<file path="config.mk">
export PLATFORM = sky130hd
export DESIGN_NAME = full_adder
export DESIGN_NICKNAME = d
export VERILOG_FILES = /design/src/rtl/full_adder_pkg.sv /design/src/rtl/fa_cell.sv /design/src/rtl/full_adder.sv
export SDC_FILE = /design/constraint.sdc
export NUM_CORES = 1
export LEC_CHECK = 0
export BUFFER_PORTS_ARGS = -buffer_cell sky130_fd_sc_hd__buf_2
export CAP_MARGIN = 30
export CORE_AREA = 2 2 39 41
export CTS_CLUSTER_SIZE = 8
export DETAILED_ROUTE_END_ITERATION = 8
export DIE_AREA = 0 0 41 43
export GPL_TIMING_DRIVEN = 1
export SKIP_CTS_REPAIR_TIMING = 1
export SYNTH_ARGS = -nofsm -noshare
export SYNTH_HDL_FRONTEND = slang
export SYNTH_SLANG_ARGS = --single-unit
</file>
<file path="constraint.sdc">
create_clock -name clk -period 0.8 [get_ports clk]
set_input_delay 0.16 -clock clk [delete_from_list [all_inputs] [get_ports clk]]
set_output_delay 0.16 -clock clk [all_outputs]
set_load 0.02 [all_outputs]
</file>
<file path="src/rtl/full_adder_pkg.sv">
// full_adder_pkg: shared constants and result type for the full_adder slice.
//   FA_MAX_WIDTH  - widest legal operand width
//   fa_result_t   - {carry, sum} result at the widest width; instances that
//                   need an exact-width result declare their own copy sized
//                   by a local WIDTH-derived localparam.
package full_adder_pkg;

  localparam int FA_MAX_WIDTH = 64;

  typedef struct packed {
    logic                    carry;
    logic [FA_MAX_WIDTH-1:0] sum;
  } fa_result_t;

endpackage

</file>
<file path="src/rtl/fa_cell.sv">
// fa_cell: combinational one-bit full adder.
//   a, b  - operand bits
//   cin   - carry in
//   s     - sum bit
//   cout  - carry out (majority of a, b, cin)
module fa_cell (
  input  logic a,
  input  logic b,
  input  logic cin,
  output logic s,
  output logic cout
);

  assign s    = a ^ b ^ cin;
  assign cout = (a & b) | (a & cin) | (b & cin);

endmodule

</file>
<file path="src/rtl/full_adder.sv">
// full_adder: ripple-carry adder built from fa_cell, optionally registered.
//   clk, rst_n          - clock / async active-low reset (unused if REGISTERED=0)
//   in_valid            - operands valid this cycle
//   augend, addend      - WIDTH-bit unsigned operands
//   carry_in            - carry into bit 0
//   sum, carry_out      - {carry_out, sum} = augend + addend + carry_in
//   out_valid           - sum/carry_out valid
// REGISTERED=1: 1-cycle latency, results only update on in_valid, outputs
// hold otherwise. REGISTERED=0: fully combinational, out_valid = in_valid.
module full_adder
  import full_adder_pkg::*;
#(
  parameter int WIDTH      = 1,
  parameter bit REGISTERED = 1'b1
) (
  input  logic             clk,
  input  logic             rst_n,
  input  logic             in_valid,
  input  logic [WIDTH-1:0] augend,
  input  logic [WIDTH-1:0] addend,
  input  logic             carry_in,
  output logic [WIDTH-1:0] sum,
  output logic             carry_out,
  output logic             out_valid
);

  localparam int RES_W = WIDTH + 1;

  typedef struct packed {
    logic             carry;
    logic [WIDTH-1:0] sum;
  } res_t;

  if (WIDTH < 1 || WIDTH > FA_MAX_WIDTH) begin : g_bad_width
    $error("full_adder: WIDTH out of range 1..FA_MAX_WIDTH");
  end

  // Ripple chain: c[i] feeds bit i, c[WIDTH] is the final carry.
  logic [WIDTH:0]   c;
  logic [WIDTH-1:0] s;

  assign c[0] = carry_in;

  for (genvar i = 0; i < WIDTH; i++) begin : g_cell
    fa_cell u_cell (
      .a    (augend[i]),
      .b    (addend[i]),
      .cin  (c[i]),
      .s    (s[i]),
      .cout (c[i+1])
    );
  end

  res_t res_c;
  assign res_c = '{carry: c[WIDTH], sum: s};

  if (REGISTERED) begin : g_reg
    res_t res_q;
    logic vld_q;

    // Result register only loads on valid so outputs hold across bubbles;
    // valid register follows in_valid every cycle.
    always_ff @(posedge clk or negedge rst_n) begin
      if (!rst_n) begin
        res_q <= '0;
        vld_q <= 1'b0;
      end else begin
        vld_q <= in_valid;
        if (in_valid) res_q <= res_c;
      end
    end

    assign sum       = res_q.sum;
    assign carry_out = res_q.carry;
    assign out_valid = vld_q;
  end else begin : g_comb
    // clk/rst_n have no function in the combinational build.
    logic unused_clk_rst;
    assign unused_clk_rst = clk ^ rst_n;

    assign sum       = res_c.sum;
    assign carry_out = res_c.carry;
    assign out_valid = in_valid;
  end

  // RES_W documents the exact result width carried by res_t.
  if ($bits(res_t) != RES_W) begin : g_bad_res
    $error("full_adder: result width mismatch");
  end

endmodule

</file>
==> summary.txt, run 1 <==
Outcome
  • Status: complete, but fails checks
  • Failing checks: negative setup slack

Clock tree
  • H-tree levels: 1
  • Reg clk slew, reported paths: 0.04 ns
  • CTS Sinks: 3
  • Longest Clk Path Bufs: 2
  • CTS tree: built
  • Clock latency on the worst-skew pair: 0.23 ns
  • Num CTS Buffers: 3
  • Root buffer cell: clkbuf_4

Setup path
  • Max FO, Critical Path: 2
  • Slowest stage delay, CP: 0.38 ns
  • Number of cells on the worst reg-to-reg path: 2
  • Reg2Reg Setup Slack: -0.09 ns
  • WP data required: 0.64 ns
  • Critical path, cell by cell: buf_6
  • Top Family by Delay on Critical Path: flip-flops
  • Crit Path Class: reg2out
  • Critical path buffers and inverters: 1
  • R2R Path Start: carry_out$_DFFE_PN0P_
  • Setup crit end kind: primary output
  • Critical-path top delay cell: dfrtp_1
  • FF-to-FF End: carry_out$_DFFE_PN0P_
  • Crit path launch type: register
  • Worst EP arrival: 0.74 ns

Floorplan
  • Die width: 41 um
  • Rows: 14
  • Top Ports: 9
  • Die footprint: 1760 sq um
  • Die Y: 43 um
  • Core Footprint: 1380 sq um
  • Initial core utilization: 0.0850

Timing
  • Worst slew margin: 0.939
  • Clock skew: 0 ns
  • RSZ-0062 raised after global routing: yes
  • Slew @ Worst Pin: 0.0908 ns
  • Max Freq: 1110 MHz
  • Final Setup Violations: 5
  • Fin crit period: 0.903 ns
  • Final worst slack: -0.103 ns
  • Hold Fails Final Rpt: 0
  • Worst hold slack: 0.0958 ns
  • Final period utilization: 1.13
  • Max-slew violation count: 0

Route
  • Total number of vias: 98
  • Total wire length after detailed routing: 279 um
  • Drt drc: 0
  • Initial DRC Count: 1
  • Drt pass-1 iters: 2
  • Vias/cell: 2.72
  • WL per Instance: 7.75 um
  • Detail Route Antenna Nets: 0

Synthesis
  • Synth area leader: dfrtp_1
  • Avg Inst Size Synth: 19.6 sq um
  • Ys Warns: 0
  • Post-synth net total: 13
  • Post-synth top area share: 0.638
  • Yosys cell types: 3
  • Sequential fraction of the synthesis area: 0.638
  • Cell Area, Synth: 118 sq um
  • Cell count after synthesis: 6
  • Top post-synthesis cells by area: dfrtp_1 (64%), mux2_2 (19%), fa_1 (17%)
  • Seq cells post-synth: 3

Global routing
  • Initial antenna violation count: 0
  • GRT Resource Usage Total: 0.0424
  • First-pass GRT wire length: 393 um
  • Congestion Overflow GR: 0
  • Largest net degree at the start of global routing: 4
  • Vias in the first global route: 108

Power
  • P_leak: 0.124 nW
  • Power per Cell Area: 2230 nW/um^2
  • Total power: 0.000586 W
  • VDD IR-drop max: 0.000513 V

Run
  • Maxcap violations: 0

Hold path
  • WHS Path Cells: 1
  • Worst hold start: in_valid
  • Hold endpoint: out_valid$_DFF_PN0_
  • Hold/Removal Path Class: in2reg

Placement
  • DP Worst Slack: -0.301 ns
  • GP Congestion: 0.574
  • I/O Buffers: 8
  • Placed Area: 184 sq um

Cells and area
  • ANT cells: 0
  • Synth-to-Final Area Change: 123%
  • Layout fillers: 151
  • Post-route cell area: 263 sq um
  • Proportion of layout cells with a drive suffix above 1: 0.750
  • Fin nets: 28
==> Yosys cell counts <==
library cell	count
dfrtp_1	3
fa_1	1
mux2_2	2
==> worst max-delay path by stage <==
stage / startpoint / end / slack (ns) / cells after the start
global route: carry_out$_DFFE_PN0P_ / carry_out / -0.13 / 1
CTS: carry_out$_DFFE_PN0P_ / carry_out / -0.14 / 1
floorplan: augend / sum$_DFFE_PN0P_ / -0.17 / 2
detailed placement: augend / sum$_DFFE_PN0P_ / -0.30 / 3
finish: sum$_DFFE_PN0P_ / sum / -0.10 / 1
global placement: augend / sum$_DFFE_PN0P_ / -0.30 / 3
==> cells in the final DEF, fill, tap and decap left out <==
cell           count
clkbuf_1           1
dfrtp_1            3
dlygate4sd3_1      1
fa_2               1
buf_6              5
clkbuf_4           3
buf_2              3
mux2_4             2
buf_4              1
==> power breakdown <==
| part | switching [W] | internal [W] | leakage (nW) |
|---|---|---|---|
| registers | 0.0000124 | 0.000172 | 0.0350 |
| clock network | 0.0000750 | 0.000187 | 0.0150 |
| logic | 0.0000523 | 0.0000874 | 0.0739 |
| total | 0.000140 | 0.000446 | 0.124 |
==> layer usage <==
metal | wire, um | vias to the layer above | global-route usage
met4 | 0 | 0 | 0.0800
li1 | - | 47 | -
met5 | 0 | - | 0
met2 | 105 | 9 | 0.0313
met1 | 122 | 42 | 0.0392
met3 | 51 | 0 | 0.0419
==> through the flow <==
stage / TNS, ns / util / std cells
3_5_place_dp: -0.518 / 0.133 / 30
6_report: -0.413 / 0.190 / 36
5_1_grt: -0.511 / 0.190 / 36
4_1_cts: -0.424 / 0.152 / 34
3_3_place_gp: -0.513 / 0.133 / 30
2_1_floorplan: -0.247 / - / 6
==> cell type report <==
type | instances | area, sq um | share of cell area
Timing Repair Buffer | 10 | 88.8 | 0.338
Clock buffer | 4 | 26.3 | 0.100
Sequential cell | 3 | 75.1 | 0.286
Tap cell | 16 | 20.0 | 0.0762
Multi-Input combinational cell | 3 | 52.6 | 0.200
==> kinds of logic (layout without fill, tap and decap cells) <==
logic type | count (synthesis) | in the layout | synth area share
DFF | 3 | 3 | 0.638
muxes | 2 | 2 | 0.191
adders and majority gates | 1 | 1 | 0.170
buffers and inverters | 0 | 14 | 0
==> flip-flops by register name, indices dropped and copies added, names as in the netlist <==
register / count
carry_out: 1
sum: 1
out_valid: 1
No activity file was read; power rests on OpenSTA's default activity.
==> run 2, diff against run 1 <==
Settings changed: PLACE_DENSITY_LB_ADDON set to 0.08.
==> run 2 against run 1 <==
Compared with the run above: the run still ends with negative setup slack left; register-to-register slack barely moved; clock skew stayed put; global-route usage is 0.088 points higher; clock power barely moved; via count up 7.1%; maximum frequency decreased by 0.60%; non-clock buffer count did not move; total power decreased by 0.43%; first-iteration DRC count down 100%; sequential share of layout area did not move; flip-flop and latch count did not move.
==> summary.txt, run 2 (synthesis gave the netlist of run 1 again) <==
Timing
  • Clock skew: 0 ns (unchanged)
  • Max Freq: 1100 MHz (was 1110 MHz)
  • Max-slew violation count: 0 (unchanged)
  • Final Setup Violations: 5 (unchanged)
  • Worst slew margin: 0.935 (was 0.939)
  • RSZ-0062 raised after global routing: yes (unchanged)
  • Final worst slack: -0.108 ns (was -0.103 ns)
  • Hold Fails Final Rpt: 0 (unchanged)
  • Fin crit period: 0.908 ns (was 0.903 ns)
  • Final period utilization: 1.14 (was 1.13)
  • Slew @ Worst Pin: 0.0973 ns (was 0.0908 ns)

Setup path
  • Critical path buffers and inverters: 1 (unchanged)
  • Crit path launch type: register (unchanged)
  • Reg2Reg Setup Slack: -0.08 ns (was -0.09 ns)
  • Max FO, Critical Path: 2 (unchanged)
  • Slowest stage delay, CP: 0.38 ns (about the same)
  • Worst EP arrival: 0.75 ns (was 0.74 ns)
  • Crit Path Class: reg2out (unchanged)
  • Setup crit end kind: primary output (unchanged)
  • Critical-path top delay cell: dfrtp_1 (unchanged)
  • Top Family by Delay on Critical Path: flip-flops (unchanged)
  • WP data required: 0.64 ns (about the same)
  • Critical path, cell by cell: buf_6 (unchanged)

Clock tree
  • Root buffer cell: clkbuf_4 (unchanged)
  • H-tree levels: 1 (unchanged)
  • Num CTS Buffers: 3 (unchanged)
  • Clock latency on the worst-skew pair: 0.23 ns (about the same)
  • Reg clk slew, reported paths: 0.04 ns (about the same)
  • Longest Clk Path Bufs: 2 (unchanged)
  • CTS tree: built (unchanged)
  • CTS Sinks: 3 (unchanged)

Power
  • P_leak: 0.124 nW (unchanged)
  • Sw Share: 0.233 (was 0.239)
  • Total power: 0.000583 W (was 0.000586 W)
  • Power per Cell Area: 2220 nW/um^2 (was 2230 nW/um^2)
  • VDD IR-drop max: 0.000386 V (was 0.000513 V)
  • Gate power share: 0.240 (was 0.238)
  • Clock Power Share: 0.443 (was 0.447)
  • Cell-internal power: 0.000447 W (was 0.000446 W)
  • Reg power frac: 0.317 (was 0.315)
  • Switching Power: 0.000136 W (was 0.000140 W)

Route
  • WL per Instance: 7.50 um (was 7.75 um)
  • Initial DRC Count: 0 (was 1)
  • Drt drc: 0 (unchanged)
  • Total number of vias: 105 (was 98)
  • Total wire length after detailed routing: 270 um (was 279 um)
  • Detail Route Antenna Nets: 0 (unchanged)
  • Vias/cell: 2.92 (was 2.72)
  • Drt pass-1 iters: 1 (was 2)

Cells and area
  • Proportion of layout cells with a drive suffix above 1: 0.750 (unchanged)
  • Fin nets: 28 (unchanged)
  • Most common cell after layout, fill and taps aside: buf_6 (unchanged)
  • Most frequent cells in the layout: buf_6 (5), dfrtp_1 (3), clkbuf_4 (3), buf_2 (3), mux2_4 (2) (unchanged)
  • Synth-to-Final Area Change: 123% (unchanged)
  • ANT cells: 0 (unchanged)

Hold path
  • Hold/Removal Path Class: in2reg (unchanged)

Global routing
  • Vias in the first global route: 94 (was 108)
  • Initial antenna violation count: 0 (unchanged)
  • GRT Resource Usage Total: 0.0433 (was 0.0424)
  • Largest net degree at the start of global routing: 4 (unchanged)
  • First-pass GRT wire length: 393 um (unchanged)
  • Congestion Overflow GR: 0 (unchanged)

Floorplan
  • Initial core utilization: 0.0850 (unchanged)
  • Die footprint: 1760 sq um (unchanged)
  • Top Ports: 9 (unchanged)
  • Die Y: 43 um (unchanged)
  • Die width: 41 um (unchanged)
  • Rows: 14 (unchanged)
  • Core Footprint: 1380 sq um (unchanged)

Outcome
  • Status: complete, but fails checks (unchanged)
  • Failing checks: negative setup slack (unchanged)

Placement
  • DP Worst Slack: -0.313 ns (was -0.301 ns)
  • I/O Buffers: 8 (unchanged)
  • GP Congestion: 0.557 (was 0.574)

Run
  • Maxcap violations: 0 (unchanged)
[run 2: metrics by stage]
step | util | instance area [sq um] | cells | hold slack, ns | setup TNS (ns)
6_report | 0.190 | 263 | 36 | 0.0980 | -0.408
4_1_cts | 0.152 | 210 | 34 | -0.285 | -0.419
5_1_grt | 0.190 | 263 | 36 | 0.100 | -0.528
3_3_place_gp | 0.133 | 184 | 30 | -0.0376 | -0.534
2_1_floorplan | - | 124 | 6 | -0.136 | -0.247
3_5_place_dp | 0.133 | 184 | 30 | -0.0398 | -0.542
[run 2: area by class of cell]
class                   instances  area [sq um]
fillers                       160          1120
repair buffers                 10          88.8
flip-flops and latches          3          75.1
multi-input cells               3          52.6
clock buffers                   4          26.3
well taps                      16          20.0
[run 2: power by group through the flow]
stage	combinational [W]	clock, W	sequential, W
after floorplan	0.0000244	0	0.000206
after global placement	0.0000947	0	0.000184
after detailed placement	0.0000944	0	0.000183
after CTS	0.0000952	0.000271	0.000181
after global routing	0.000154	0.000277	0.000187
final	0.000140	0.000259	0.000185
[run 2: path summary, 6_finish.rpt]
path / cells past startpoint / from / to
max: 1 / sum$_DFFE_PN0P_ / sum
min: 1 / in_valid / out_valid$_DFF_PN0_
max reg2reg: 2 / carry_out$_DFFE_PN0P_ / carry_out$_DFFE_PN0P_
min reg2reg: 1 / sum$_DFFE_PN0P_ / sum$_DFFE_PN0P_
max in group asynchronous: 2 / rst_n / carry_out$_DFFE_PN0P_
min in group asynchronous: 2 / rst_n / out_valid$_DFF_PN0_
[run 2: per-layer routing]
layer,up-vias,part of all wire,global-route usage
met2,9,0.37,0.0344
li1,47,-,-
met3,0,0.24,0.0628
met1,49,0.39,0.0453
met4,0,0,0.0400
met5,-,0,0
==> run 3, diff against run 2 <==
Settings changed: ABC_AREA set to 1.
Clock period 0.8 ns to 1.1 ns, I/O delays scaled along.
==> run 3 against run 2 <==
Compared with the run above: the flow now finishes without violations; area after synthesis grew 3.2%; combinational power down 59%; flip-flop and latch count is the same; global-route usage grew 0.91 points; worst hold slack improved by 0.047 ns; cell count is 11% higher; largest cell class is now registers; highest routed layer unchanged.
==> summary.txt, run 3 <==
Outcome
  • Status: completed (was complete, but fails checks)

Placement
  • DP Worst Slack: 0.0605 ns (was -0.313 ns)
  • Detailed Place HPWL: 234 um
  • GP Congestion: 0.607 (was 0.557)
  • I/O Buffers: 8 (unchanged)

Power
  • VDD IR-drop max: 0.000287 V (was 0.000386 V)
  • P_leak: 0.117 nW (was 0.124 nW)
  • Power per Cell Area: 1730 nW/um^2 (was 2220 nW/um^2)
  • Total power: 0.000376 W (was 0.000583 W)

Synthesis
  • Post-synth EDFFs: 0 (unchanged)
  • Synth area leader: dfrtp_1 (unchanged)
  • Count leader, synth: nand2_1 (was dfrtp_1)
  • Yosys cell types: 4 (was 3)
  • Post-synth top area share: 0.619 (was 0.638)
  • Avg Inst Size Synth: 11.0 sq um (was 19.6 sq um)
  • Sequential fraction of the synthesis area: 0.619 (was 0.638)
  • Post-synth ARST share: 1.00 (unchanged)
  • Cell Area, Synth: 121 sq um (was 118 sq um)
  • Top post-synthesis cells by count: nand2_1 (6), dfrtp_1 (3), fa_1 (1), inv_1 (1) (was dfrtp_1 (3), mux2_2 (2), fa_1 (1))
  • Top post-synthesis cells by area: dfrtp_1 (62%), nand2_1 (19%), fa_1 (16%) (was dfrtp_1 (64%), mux2_2 (19%), fa_1 (17%))
  • Post-synth net total: 18 (was 13)
  • Most common flop cell mapped by yosys: dfrtp_1 (unchanged)
  • Cell count after synthesis: 11 (was 6)
  • Seq cells post-synth: 3 (unchanged)
  • Ys Warns: 0 (unchanged)

Global routing
  • Vias in the first global route: 128 (was 94)
  • First-pass GRT wire length: 489 um (was 393 um)
  • Largest net degree at the start of global routing: 5 (was 4)
  • GRT Resource Usage Total: 0.0524 (was 0.0433)
  • Congestion Overflow GR: 0 (unchanged)
  • Initial antenna violation count: 0 (unchanged)

Setup path
  • WP data required: 0.88 ns (was 0.64 ns)
  • Crit path launch type: register (unchanged)
  • Number of cells on the worst reg-to-reg path: 2 (unchanged)
  • Critical path, cell by cell: buf_2 (was buf_6)
  • Max FO, Critical Path: 2 (unchanged)
  • Crit Path Class: reg2out (unchanged)
  • Worst EP arrival: 0.75 ns (about the same)
  • Top Family by Delay on Critical Path: flip-flops (unchanged)
  • Critical path buffers and inverters: 1 (unchanged)
  • Critical path depth: 1 (unchanged)
  • Critical-path top delay cell: dfrtp_1 (unchanged)
  • Slowest stage delay, CP: 0.36 ns (was 0.38 ns)
  • Setup crit end kind: primary output (unchanged)

Timing
  • Clock skew: 0 ns (unchanged)
  • Hold Fails Final Rpt: 0 (unchanged)
  • Slew @ Worst Pin: 0.109 ns (was 0.0973 ns)
  • Final period utilization: 0.885
  • Worst slew margin: 0.928 (was 0.935)
  • Final Setup Violations: 0 (was 5)
  • Final worst slack: 0.126 ns (was -0.108 ns)
  • Setup_tns: 0 ns (was -0.408 ns)
  • Max-slew violation count: 0 (unchanged)
  • Worst hold slack: 0.145 ns (was 0.0980 ns)
  • Fin crit period: 0.974 ns
  • RSZ-0062 raised after global routing: no (was yes)
  • Max Freq: 1030 MHz

Hold path
  • WHS Path Cells: 1 (unchanged)
  • Hold/Removal Path Class: in2reg (unchanged)

Cells and area
  • Most frequent cells in the layout: buf_2 (8), nand2_1 (6), dfrtp_1 (3), clkbuf_4 (3) (was buf_6 (5), dfrtp_1 (3), clkbuf_4 (3), buf_2 (3), mux2_4 (2))
  • Fin nets: 32 (was 28)
  • Synth-to-Final Area Change: 79.4% (was 123%)
  • Fin util: 0.157 (was 0.190)
  • Most common cell after layout, fill and taps aside: buf_2 (was buf_6)
  • ANT cells: 0 (unchanged)
  • Proportion of layout cells with a drive suffix above 1: 0.458 (was 0.750)

Floorplan
  • Core Footprint: 1380 sq um (unchanged)
  • Die footprint: 1760 sq um (unchanged)
  • Top Ports: 9 (unchanged)
  • Die Y: 43 um (unchanged)
  • Rows: 14 (unchanged)
  • Initial core utilization: 0.0877 (was 0.0850)
  • Die width: 41 um (unchanged)

Clock tree
  • Reg clk slew, reported paths: 0.04 ns (about the same)
  • H-tree levels: 1 (unchanged)
  • CTS Sinks: 3 (unchanged)
  • Num CTS Buffers: 3 (unchanged)
  • Root buffer cell: clkbuf_4 (unchanged)
  • CTS tree: built (unchanged)
  • Longest Clk Path Bufs: 2 (unchanged)
  • Clock latency on the worst-skew pair: 0.23 ns (about the same)

Route
  • Drt pass-1 iters: 2 (was 1)
  • Total wire length after detailed routing: 285 um (was 270 um)
  • Total number of vias: 112 (was 105)
  • WL per Instance: 7.13 um (was 7.50 um)
  • Vias/cell: 2.80 (was 2.92)
  • Detail Route Antenna Nets: 0 (unchanged)
  • Drt drc: 0 (unchanged)
  • Initial DRC Count: 1 (was 0)

Run
  • Maxcap violations: 0 (unchanged)
run 3: cell count changes in the layout (fill, tap and decap cells not counted), sizes merged:
cell | before | now
buf | 9 | 8
nand2 | 0 | 6
inv | 0 | 1
mux2 | 2 | 0
run 3: report_power, final:
| part | switching (W) | total [W] | internal (W) |
|---|---|---|---|
| clock | 0.0000554 | 0.000191 | 0.000136 |
| combinational | 0.0000338 | 0.0000573 | 0.0000236 |
| sequential | 0.00000467 | 0.000127 | 0.000122 |
run 3: through the flow:
| stage | instances | instance area (sq um) |
|---|---|---|
| 2_1_floorplan | 11 | 121 |
| 3_3_place_gp | 35 | 181 |
| 3_5_place_dp | 35 | 181 |
| 4_1_cts | 39 | 208 |
| 5_1_grt | 40 | 218 |
| 6_report | 40 | 218 |
run 3: final timing paths:
kind | start | end | slack, ns
min in group asynchronous | rst_n | carry_out$_DFFE_PN0P_ | 0.31
max in group asynchronous | rst_n | sum$_DFFE_PN0P_ | 0.68
setup reg to reg | carry_out$_DFFE_PN0P_ | carry_out$_DFFE_PN0P_ | 0.52
hold reg to reg | sum$_DFFE_PN0P_ | sum$_DFFE_PN0P_ | 0.46
setup / recovery | carry_out$_DFFE_PN0P_ | carry_out | 0.13
hold / removal | in_valid | out_valid$_DFF_PN0_ | 0.14
run 3: per-layer routing:
metal | vias to the layer above | track usage | part of all wire | wire length [um]
met5 | - | 0 | 0 | 0
met4 | 0 | 0.120 | 0 | 0
met3 | 0 | 0.0157 | 0.070 | 20
met2 | 6 | 0.0469 | 0.53 | 151
met1 | 48 | 0.0519 | 0.40 | 113
li1 | 58 | - | - | -
run 3: worst reg2reg max path, stage by stage (launching register included):
cell and delay [ns]:
dfrtp_1 0.36, nand2_1 0.06, nand2_1 0.04
run 3: cell type report:
| cell class | instances | area (sq um) |
|---|---|---|
| Fill cell | 168 | 1170 |
| Sequential cell | 3 | 75.1 |
| Timing Repair Buffer | 9 | 50.0 |
| Multi-Input combinational cell | 7 | 42.5 |
| Clock buffer | 4 | 26.3 |
| Tap cell | 16 | 20.0 |
| Inverter | 1 | 3.75 |
run 3: cell families (layout without fill, tap and decap cells):
logic type	after synthesis	in the layout	synth area share
and+or+nand+nor	6	6	0.186
DFF	3	3	0.619
buffers and inverters	1	14	0.0309
adders and majority gates	1	1	0.165
